--- config.mk ---
export PLATFORM = sky130hd
export DESIGN_NAME = mem_lsu
export DESIGN_NICKNAME = d
export VERILOG_FILES = /design/src/rtl/mem_lsu_pkg.sv /design/src/rtl/mem_lsu_align.sv /design/src/rtl/mem_lsu.sv
export SDC_FILE = /design/constraint.sdc
export NUM_CORES = 1
export LEC_CHECK = 0
export CELL_PAD_IN_SITES_DETAIL_PLACEMENT = 0
export CELL_PAD_IN_SITES_GLOBAL_PLACEMENT = 1
export CORE_MARGIN = 8
export CORE_UTILIZATION = 37
export DETAILED_ROUTE_END_ITERATION = 16
export GPL_TIMING_DRIVEN = 0
export PLACE_DENSITY = 0.92
export SLEW_MARGIN = 20
export SYNTH_ARGS = -nofsm -noshare
export SYNTH_HDL_FRONTEND = slang
export SYNTH_SLANG_ARGS = --single-unit
--- constraint.sdc ---
create_clock -name clk -period 5.3 [get_ports clk]
set_input_delay 1.325 -clock clk [delete_from_list [all_inputs] [get_ports clk]]
set_output_delay 1.325 -clock clk [all_outputs]
set_load 0.02 [all_outputs]
--- src/rtl/mem_lsu_pkg.sv ---
// ----------------------------------------------------------------------------
// mem_lsu_pkg
// Shared encodings for the MEM-stage load/store unit:
//   - XLEN data/address width (64 only; strobe math assumes 8-byte lanes)
//   - load/store type encodings used on the EX->MEM pipeline register
//   - LSU FSM state encodings
//   - is_misaligned(): natural-alignment check on an access size and byte offset
// ----------------------------------------------------------------------------
package mem_lsu_pkg;

    localparam int XLEN = 64;

    typedef enum logic [2:0] {
        LOAD_LB  = 3'b000,
        LOAD_LH  = 3'b001,
        LOAD_LW  = 3'b010,
        LOAD_LD  = 3'b011,
        LOAD_LBU = 3'b100,
        LOAD_LHU = 3'b101,
        LOAD_LWU = 3'b110
    } load_type_e;

    typedef enum logic [2:0] {
        STORE_SB = 3'b000,
        STORE_SH = 3'b001,
        STORE_SW = 3'b010,
        STORE_SD = 3'b011
    } store_type_e;

    typedef enum logic [1:0] {
        LSU_IDLE = 2'd0,
        LSU_REQ  = 2'd1,
        LSU_RESP = 2'd2,
        LSU_DONE = 2'd3
    } lsu_state_e;

    // size: 0=byte, 1=half, 2=word, 3=double (the low two bits of both the
    // load and store type encodings carry the access size).
    function automatic logic is_misaligned(input logic [1:0] size, input logic [2:0] off);
        logic mis;
        case (size)
            2'd0:    mis = 1'b0;
            2'd1:    mis = off[0];
            2'd2:    mis = |off[1:0];
            default: mis = |off;
        endcase
        return mis;
    endfunction

endpackage

--- src/rtl/mem_lsu_align.sv ---
// ----------------------------------------------------------------------------
// mem_lsu_align
// Combinational data path of the load/store unit.
//   byte_off   in   3     byte offset within the doubleword (addr[2:0])
//   load_type  in   3     load type encoding
//   store_type in   3     store type encoding
//   store_data in   XLEN  store data, low bytes significant
//   raw_rdata  in   XLEN  raw doubleword read data from memory
//   wstrb      out  8     byte strobes (shifted by offset, truncated to 8 bits)
//   wdata      out  XLEN  store data replicated across all lanes of its size
//   load_data  out  XLEN  selected, sign/zero-extended load result
// ----------------------------------------------------------------------------
module mem_lsu_align
    import mem_lsu_pkg::*;
(
    input  logic [2:0]      byte_off,
    input  logic [2:0]      load_type,
    input  logic [2:0]      store_type,
    input  logic [XLEN-1:0] store_data,
    input  logic [XLEN-1:0] raw_rdata,
    output logic [7:0]      wstrb,
    output logic [XLEN-1:0] wdata,
    output logic [XLEN-1:0] load_data
);

    logic [XLEN-1:0] shifted;

    // Replicating the datum into every lane means the strobe alone selects
    // which bytes land, independent of the offset.
    always_comb begin
        wstrb = 8'h00;
        wdata = store_data;
        case (store_type_e'(store_type))
            STORE_SB: begin
                wstrb = 8'h01 << byte_off;
                wdata = {8{store_data[7:0]}};
            end
            STORE_SH: begin
                wstrb = 8'h03 << byte_off;
                wdata = {4{store_data[15:0]}};
            end
            STORE_SW: begin
                wstrb = 8'h0F << byte_off;
                wdata = {2{store_data[31:0]}};
            end
            STORE_SD: begin
                wstrb = 8'hFF;
                wdata = store_data;
            end
            default: begin
                wstrb = 8'h00;
                wdata = store_data;
            end
        endcase
    end

    assign shifted = raw_rdata >> {byte_off, 3'b000};

    always_comb begin
        load_data = shifted;
        case (load_type_e'(load_type))
            LOAD_LB:  load_data = {{56{shifted[7]}},  shifted[7:0]};
            LOAD_LH:  load_data = {{48{shifted[15]}}, shifted[15:0]};
            LOAD_LW:  load_data = {{32{shifted[31]}}, shifted[31:0]};
            LOAD_LBU: load_data = {56'd0, shifted[7:0]};
            LOAD_LHU: load_data = {48'd0, shifted[15:0]};
            LOAD_LWU: load_data = {32'd0, shifted[31:0]};
            default:  load_data = shifted;
        endcase
    end

endmodule

--- src/rtl/mem_lsu.sv ---
// ----------------------------------------------------------------------------
// mem_lsu
// MEM-stage load/store unit. Takes the EX->MEM register outputs, issues one
// valid/ready memory request per load/store, holds the pipeline while the
// access is outstanding and returns aligned, extended load data.
//
// Optional feature (macro MEM_MISALIGN_CHECK_EN): misaligned half/word/double
// accesses complete immediately with lsu_misalign_o=1 and no memory request.
// Without the macro lsu_misalign_o is tied 0 and such accesses are issued.
//
// Ports:
//   clk, rst_n          clock, asynchronous active-low reset
//   lsu_mem_read_i      load present in EX->MEM register
//   lsu_mem_write_i     store present in EX->MEM register
//   lsu_load_type_i     load type encoding
//   lsu_store_type_i    store type encoding
//   lsu_addr_i          effective byte address
//   lsu_wdata_i         store data
//   lsu_stall_o         hold EX->MEM register
//   lsu_req_*           memory request channel (valid/ready)
//   lsu_resp_valid_i    response/ack for loads and stores
//   lsu_resp_rdata_i    raw doubleword read data
//   lsu_done_o          one-cycle completion pulse
//   lsu_rdata_o         extended load result, valid with lsu_done_o
//   lsu_misalign_o      misaligned-access pulse, coincident with lsu_done_o
//   lsu_state_o         FSM state (debug observation)
//
// Handshake: a request transfers on a cycle where lsu_req_valid_o and
// lsu_req_ready_i are both 1; while valid is high and ready is low every
// request field stays constant. The response is a single-cycle
// lsu_resp_valid_i pulse, accepted in the transfer cycle itself or any later
// cycle in RESP; pulses at any other time are ignored.
// ----------------------------------------------------------------------------
module mem_lsu
    import mem_lsu_pkg::*;
(
    input  logic            clk,
    input  logic            rst_n,
    input  logic            lsu_mem_read_i,
    input  logic            lsu_mem_write_i,
    input  logic [2:0]      lsu_load_type_i,
    input  logic [2:0]      lsu_store_type_i,
    input  logic [XLEN-1:0] lsu_addr_i,
    input  logic [XLEN-1:0] lsu_wdata_i,
    output logic            lsu_stall_o,
    output logic            lsu_req_valid_o,
    input  logic            lsu_req_ready_i,
    output logic            lsu_req_we_o,
    output logic [XLEN-1:0] lsu_req_addr_o,
    output logic [XLEN-1:0] lsu_req_wdata_o,
    output logic [7:0]      lsu_req_wstrb_o,
    input  logic            lsu_resp_valid_i,
    input  logic [XLEN-1:0] lsu_resp_rdata_i,
    output logic            lsu_done_o,
    output logic [XLEN-1:0] lsu_rdata_o,
    output logic            lsu_misalign_o,
    output logic [1:0]      lsu_state_o
);

    lsu_state_e      state;
    logic [XLEN-1:0] cap_addr;
    logic [XLEN-1:0] cap_wdata;
    logic [2:0]      cap_load_type;
    logic [2:0]      cap_store_type;
    logic            cap_we;
    logic [XLEN-1:0] rdata_q;
    logic [7:0]      align_wstrb;
    logic [XLEN-1:0] align_wdata;
    logic [XLEN-1:0] align_load;
    logic            mem_op;

    assign mem_op = lsu_mem_read_i | lsu_mem_write_i;

`ifdef MEM_MISALIGN_CHECK_EN
    logic       misalign_q;
    logic [1:0] in_size;
    logic       in_misaligned;

    assign in_size       = lsu_mem_write_i ? lsu_store_type_i[1:0] : lsu_load_type_i[1:0];
    assign in_misaligned = is_misaligned(in_size, lsu_addr_i[2:0]);
`endif

    // Align logic works from the captured fields so request and extraction
    // stay stable even if the pipeline register inputs wiggle.
    mem_lsu_align u_align (
        .byte_off   (cap_addr[2:0]),
        .load_type  (cap_load_type),
        .store_type (cap_store_type),
        .store_data (cap_wdata),
        .raw_rdata  (lsu_resp_rdata_i),
        .wstrb      (align_wstrb),
        .wdata      (align_wdata),
        .load_data  (align_load)
    );

    always_ff @(posedge clk or negedge rst_n) begin
        if (!rst_n) begin
            state          <= LSU_IDLE;
            cap_addr       <= '0;
            cap_wdata      <= '0;
            cap_load_type  <= '0;
            cap_store_type <= '0;
            cap_we         <= 1'b0;
            rdata_q        <= '0;
`ifdef MEM_MISALIGN_CHECK_EN
            misalign_q     <= 1'b0;
`endif
        end else begin
            case (state)
                LSU_IDLE: begin
                    if (mem_op) begin
                        cap_addr       <= lsu_addr_i;
                        cap_wdata      <= lsu_wdata_i;
                        cap_load_type  <= lsu_load_type_i;
                        cap_store_type <= lsu_store_type_i;
                        cap_we         <= lsu_mem_write_i;
                        rdata_q        <= '0;
`ifdef MEM_MISALIGN_CHECK_EN
                        if (in_misaligned) begin
                            misalign_q <= 1'b1;
                            state      <= LSU_DONE;
                        end else begin
                            state      <= LSU_REQ;
                        end
`else
                        state          <= LSU_REQ;
`endif
                    end
                end
                LSU_REQ: begin
                    if (lsu_req_ready_i) begin
                        if (lsu_resp_valid_i) begin
                            rdata_q <= cap_we ? '0 : align_load;
                            state   <= LSU_DONE;
                        end else begin
                            state   <= LSU_RESP;
                        end
                    end
                end
                LSU_RESP: begin
                    if (lsu_resp_valid_i) begin
                        rdata_q <= cap_we ? '0 : align_load;
                        state   <= LSU_DONE;
                    end
                end
                default: begin
                    // DONE: the pipeline register advances this cycle, so
                    // returning to IDLE gives exactly one bubble before the
                    // next access and never re-issues the finished one.
                    rdata_q <= '0;
`ifdef MEM_MISALIGN_CHECK_EN
                    misalign_q <= 1'b0;
`endif
                    state   <= LSU_IDLE;
                end
            endcase
        end
    end

    assign lsu_stall_o     = mem_op & (state != LSU_DONE);
    assign lsu_req_valid_o = (state == LSU_REQ);
    assign lsu_req_we_o    = cap_we;
    assign lsu_req_addr_o  = {cap_addr[XLEN-1:3], 3'b000};
    assign lsu_req_wdata_o = align_wdata;
    assign lsu_req_wstrb_o = cap_we ? align_wstrb : 8'h00;
    assign lsu_done_o      = (state == LSU_DONE);
    assign lsu_rdata_o     = rdata_q;
    assign lsu_state_o     = state;
`ifdef MEM_MISALIGN_CHECK_EN
    assign lsu_misalign_o  = misalign_q;
`else
    assign lsu_misalign_o  = 1'b0;
`endif

endmodule
==> flow_summary.yaml, run 1 <==
floorplan:
  core_area_um2: 29600
  num_rows: 63
  fp.dieArea_um2: 35700
  ios: 411
  die_w_um: 189
  die_h_um: 189
  start_util: 0.375
logic_synthesis:
  synth_edf_count: 0
  async_flop_share: 1.00
  ys_ff_latch: 201
  netlist.area_leader.share: 0.454
  synth_area_leader_cell: "dfrtp_1"
  synth_most_common_cell: "dfrtp_1"
  ys_warn_count: 0
  synth_seq_area_share: 0.454
  postSynthAreaPerCell_um2: 10.9
  synth_common_cells: "201 x dfrtp_1, 165 x mux2_2, 131 x nand2_1, 76 x buf_4, 64 x mux2i_1"
  ys.flop_type: "dfrtp_1"
  synth_area_um2: 11100
  synth_area_leaders: "dfrtp_1 45%, mux2_2 17%, mux2i_1 5.8%, buf_4 5.1%, nand2_1 4.4%"
  ys_types: 45
  syn_inst: 1016
placement:
  routabilityCongestion: 0.940
  portBuffers: 406
  dp_slack_ns: 0.932
  hpwl_um: 34700
  dp.cells: 1817
clock_tree:
  clock_sinks: 201
  cts.clk_slew.worst_paths_ns: 0.06
  post-cts-setup-buffer-count: 0
  cts_made_buffers: 25
  postCtsHoldBufs: 0
  insertion_delay_ns: 0.52
  cts_tree: "done"
  htree_levels: 1
  root_buffer: "clkbuf_16"
  cts_buffer_depth: 3
  cts_resized: 0
drt:
  drtAntennaViolNets: 0
  post-route-drc-count: 0
  wire_per_inst_um: 23.6
  drt_pass1_iterations: 5
  via_per_inst: 5.28
  vias: 9837
  routed_wl_um: 43900
  drt_iter0_drc: 520
final_layout:
  synthToLayoutAreaGrowth_pct: 49.4
  fin_util: 0.560
  fill_cells: 2593
  final-instance-count-excl-fill: 1862
  fin_nets: 1662
  drive_gt1_frac: 0.239
timing:
  rsz0062_at_grt: "no"
  slew_headroom: 0.442
  min_period_over_period: 0.933
  max_freq_ghz: 0.202
  slew_violations: 0
  setup_tns_ns: 0
  setup_viol: 0
  fin_skew_ns: 0.0128
  hold_viol_final: 0
  fin_ws_ns: 0.355
  worst_pin_slew_ns: 0.838
  fin_crit_ns: 4.94
worst_setup_path:
  critPathArrivalTime_ns: 3.62
  crit_type: "flop to primary output"
  setup.worst_path.start_class: "flop"
  reg2reg_setup_slack_ns: 2.71
  worstPathMaxFanout: 10
  required_ns: 3.97
  crit_path_end_kind: "primary output"
min_path:
  hp-class: "flop to flop"
global_route:
  antenna_found_initial: 2
  grt_max_degree: 83
  grt_overflow: 0
  grt_pass1_vias: 10600
  grt_pass1_wl_um: 65200
  track_usage: 0.237
pwr:
  peakVddDrop_v: 0.000500
  power_density_nw_per_um2: 711
  leakage_nw: 7.12
status:
  status: "complete, no violations"
run:
  cap_violations: 0
==> worst paths after layout <==
| path | depth (start not counted) | start | to |
|---|---|---|---|
| max in group asynchronous | 2 | rst_n | lsu_rdata_o[11] |
| hold / removal | 2 | lsu_rdata_o[58] | lsu_rdata_o[58] |
| hold reg to reg | 2 | lsu_rdata_o[58] | lsu_rdata_o[58] |
| setup / recovery | 8 | cap_addr[2] | lsu_req_wstrb_o[5] |
| min in group asynchronous | 1 | rst_n | lsu_rdata_o[34] |
| setup reg to reg | 7 | cap_addr[2] | lsu_rdata_o[31] |
==> kinds of logic after synthesis <==
group,share of synthesized area
multiplexers,0.258
AND/OR/NAND/NOR,0.0802
flip-flops,0.454
AO/OA/AOI/OAI,0.119
buffers and inverters,0.0828
adder cells (fa/ha/maj),0.00452
other,0.000338
XOR/XNOR,0.000791
==> cell type report <==
class / count / area, um^2 / area share
Clock inverter: 10 / 131 / 0.00794
Clock buffer: 34 / 709 / 0.0429
Tap cell: 390 / 488 / 0.0295
Antenna cell: 1 / 2.50 / 0.000151
Timing Repair Buffer: 408 / 4120 / 0.249
Inverter: 7 / 26.3 / 0.00159
Buffer: 146 / 891 / 0.0538
Sequential cell: 201 / 5030 / 0.304
Multi-Input combinational cell: 665 / 5150 / 0.311
==> where the power goes <==
| group | switching (W) | total [W] | internal [W] | leakage (nW) |
|---|---|---|---|---|
| Sequential | 0.000466 | 0.00264 | 0.00218 | 2.48 |
| Clock | 0.000674 | 0.00175 | 0.00108 | 0.415 |
| Combinational | 0.00389 | 0.00738 | 0.00348 | 4.22 |
| Total | 0.00503 | 0.0118 | 0.00674 | 7.12 |
==> critical path: stages (launching register included) <==
cell             delay, ns
dfrtp_1               0.41
clkbuf_1              0.46
nand2b_1              0.17
clkbuf_1              0.37
clkbuf_1              0.52
a211oi_1              0.16
a221oi_1              0.25
nor2_1                0.08
clkdlybuf4s50_1       0.65
==> registers in the layout, summed over array words and instances (netlist names) <==
register / count
lsu_rdata_o: 64
cap_addr: 64
cap_load_type: 3
cap_store_type: 3
lsu_req_we_o: 1
lsu_state_o: 2
cap_wdata: 64
==> stage by stage <==
stage | power [W] | cell area [um^2] | hold slack (ns)
after floorplan | 0.00700 | 11100 | 0.479
after global placement | 0.00991 | 15600 | 0.463
after detailed placement | 0.0100 | 15700 | 0.469
after CTS | 0.0118 | 16500 | 0.483
after global routing | 0.0124 | 16500 | 0.508
final | 0.0118 | 16500 | 0.480
==> per-layer routing <==
layer  share of wire  wire length (um)  track usage
met1            0.36             15900        0.261
met2            0.48             21300        0.405
met3            0.11              4860       0.0872
met4           0.042              1860        0.101
met5         0.00030                13            0
==> cells in the final DEF (no fill, tap or decap), drive strengths merged, types with 2 or more instances in the layout <==
cell           Yosys  routed
nor2              50      50
o22ai             22      22
o21ai             77      77
nand3              2       2
clkinv             0       6
a211oi             4       4
ha                 4       4
or2                2       2
or3                2       2
buf               98     101
dfrtp            201     201
a21oi             33      33
a22oi             24      24
nand2            131     131
clkdlybuf4s50      0     405
o22a              17      17
inv                7       7
mux2i             64      64
bufinv             0       3
a31oi              2       2
clkbuf            48      82
o221a              7       7
and2               2       2
a211o              7       7
mux2             165     165
nor3               3       3
mux4              16      16
nand2b            17      17
conb               1       4
(Power assumes the default switching activity.)
==> inputs of run 2 (changes only) <==
--- a/config.mk
+++ b/config.mk
@@ -12,6 +12,7 @@
 export DETAILED_ROUTE_END_ITERATION = 16
 export GPL_TIMING_DRIVEN = 0
 export PLACE_DENSITY = 0.92
+export REMOVE_ABC_BUFFERS = 1
 export SLEW_MARGIN = 20
 export SYNTH_ARGS = -nofsm -noshare
 export SYNTH_HDL_FRONTEND = slang
==> flow_summary.yaml, run 2 (synthesized netlist as in run 1, its figures left out) <==
drt:
  vias: 9194
  drt_iter0_drc: 630
  via_per_inst: 5.31
  post-route-drc-count: 0
  routed_wl_um: 40600
  wire_per_inst_um: 23.4
  drt_pass1_iterations: 5
  drtAntennaViolNets: 0
global_route:
  track_usage: 0.219
  grt_max_degree: 82
  grt_pass1_wl_um: 61200
  antenna_found_initial: 6
  grt_pass1_vias: 9934
  grt_overflow: 0
worst_setup_path:
  setup.worst_path.start_class: "flop"
  cpPeakStageDelay_ns: 0.99
  path_cells: "nand2_1 > nand2b_1 > buf_8 > nand2_1 > o21ai_0 > clkdlybuf4s50_1"
  cp_common_cell: "nand2_1"
  crit_slowest_cell: "dfrtp_1"
  worstPathMaxFanout: 21
  critPathArrivalTime_ns: 3.54
  crit_type: "flop to primary output"
  crit_path_end_kind: "primary output"
  required_ns: 3.97
  reg2reg_setup_slack_ns: 2.24
clock_tree:
  insertion_delay_ns: 0.54
  htree_levels: 1
  cts_tree: "done"
  clock_sinks: 201
  cts_made_buffers: 24
  cts_resized: 0
  post-cts-setup-buffer-count: 0
  root_buffer: "clkbuf_16"
  cts.clk_slew.worst_paths_ns: 0.06
  cts_buffer_depth: 3
  postCtsHoldBufs: 0
timing:
  worst_pin_slew_ns: 1.14
  fin_skew_ns: 0.0253
  slew_violations: 0
  hold_ws_ns: 0.476
  min_period_over_period: 0.919
  hold_viol_final: 0
  fin_crit_ns: 4.87
  max_freq_ghz: 0.205
  setup_viol: 0
  slew_headroom: 0.241
  rsz0062_at_grt: "no"
  setup_tns_ns: 0
final_layout:
  synthToLayoutAreaGrowth_pct: 44.2
  final_common_cell: "clkdlybuf4s50_1"
  fin_nets: 1528
  layout_common_cells: "405 x clkdlybuf4s50_1, 196 x dfrtp_1, 165 x mux2_2, 131 x nand2_1, 64 x mux2i_1"
  fin_util: 0.541
  drive_gt1_frac: 0.202
run:
  cap_violations: 0
pwr:
  p_seq_frac: 0.251
  leakage_nw: 6.73
  power_density_nw_per_um2: 706
  clock_power_share: 0.150
  peakVddDrop_v: 0.000498
  combPwrFrac: 0.599
  p_int_w: 0.00646
  p_switching_w: 0.00482
  switching_share: 0.427
floorplan:
  die_h_um: 189
  num_rows: 63
  ios: 411
  core_area_um2: 29600
  start_util: 0.375
  die_w_um: 189
  fp.dieArea_um2: 35700
placement:
  portBuffers: 406
  routabilityCongestion: 0.867
  hpwl_um: 30400
min_path:
  hp-class: "flop to flop"
status:
  status: "complete, no violations"
[run 2: worst paths after layout]
kind,startpoint,end,depth (start not counted)
worst max-delay path,cap_store_type[0],lsu_req_wdata_o[41],6
worst min-delay path,lsu_rdata_o[34],lsu_rdata_o[34],2
worst max register to register,cap_addr[2],lsu_rdata_o[15],5
worst min register to register,lsu_rdata_o[34],lsu_rdata_o[34],2
max in group asynchronous,rst_n,cap_addr[0],2
min in group asynchronous,rst_n,lsu_rdata_o[42],1
[run 2: per-layer routing]
| metal | global-route usage | vias to the layer above | routed length [um] |
|---|---|---|---|
| li1 | - | 4164 | - |
| met3 | 0.0765 | 73 | 4100 |
| met5 | 0 | - | 0 |
| met1 | 0.246 | 4513 | 15000 |
| met2 | 0.375 | 444 | 19900 |
| met4 | 0.0887 | 0 | 1580 |
[run 2: cell type report]
class	instances	area [um^2]
Sequential cell	201	5040
Antenna cell	6	15.0
Tap cell	390	488
Multi-Input combinational cell	665	5180
Clock buffer	36	646
Timing Repair Buffer	421	4440
Clock inverter	6	141
Inverter	7	26.3
Fill cell	2552	13600
[run 2: stage by stage]
step | setup slack (ns) | std cells | cell area [um^2] | total power (W)
after detailed placement | 0.822 | 1684 | 15200 | 0.00961
after floorplan | -2.84 | 873 | 10200 | 0.00664
after global routing | 0.222 | 1732 | 16000 | 0.0119
after CTS | 0.261 | 1726 | 16000 | 0.0114
final | 0.430 | 1732 | 16000 | 0.0113
after global placement | -6.45 | 1669 | 14800 | 0.00951
[run 2: power by group through the flow]
stage | Clock, W | Sequential [W] | Combinational (W)
6_report | 0.00169 | 0.00284 | 0.00676
5_1_grt | 0.00178 | 0.00294 | 0.00719
4_1_cts | 0.00173 | 0.00283 | 0.00681
3_5_place_dp | 0 | 0.00285 | 0.00676
3_3_place_gp | 0 | 0.00292 | 0.00659
2_1_floorplan | 0 | 0.00318 | 0.00346
[run 2: critical path: cells and delay by family (launching register included)]
family	cells	cell delay, ns
DFF	1	0.99
and+or+nand+nor	3	0.93
AOI/OAI and AO/OA	1	0.07
buffers and inverters	2	1.02
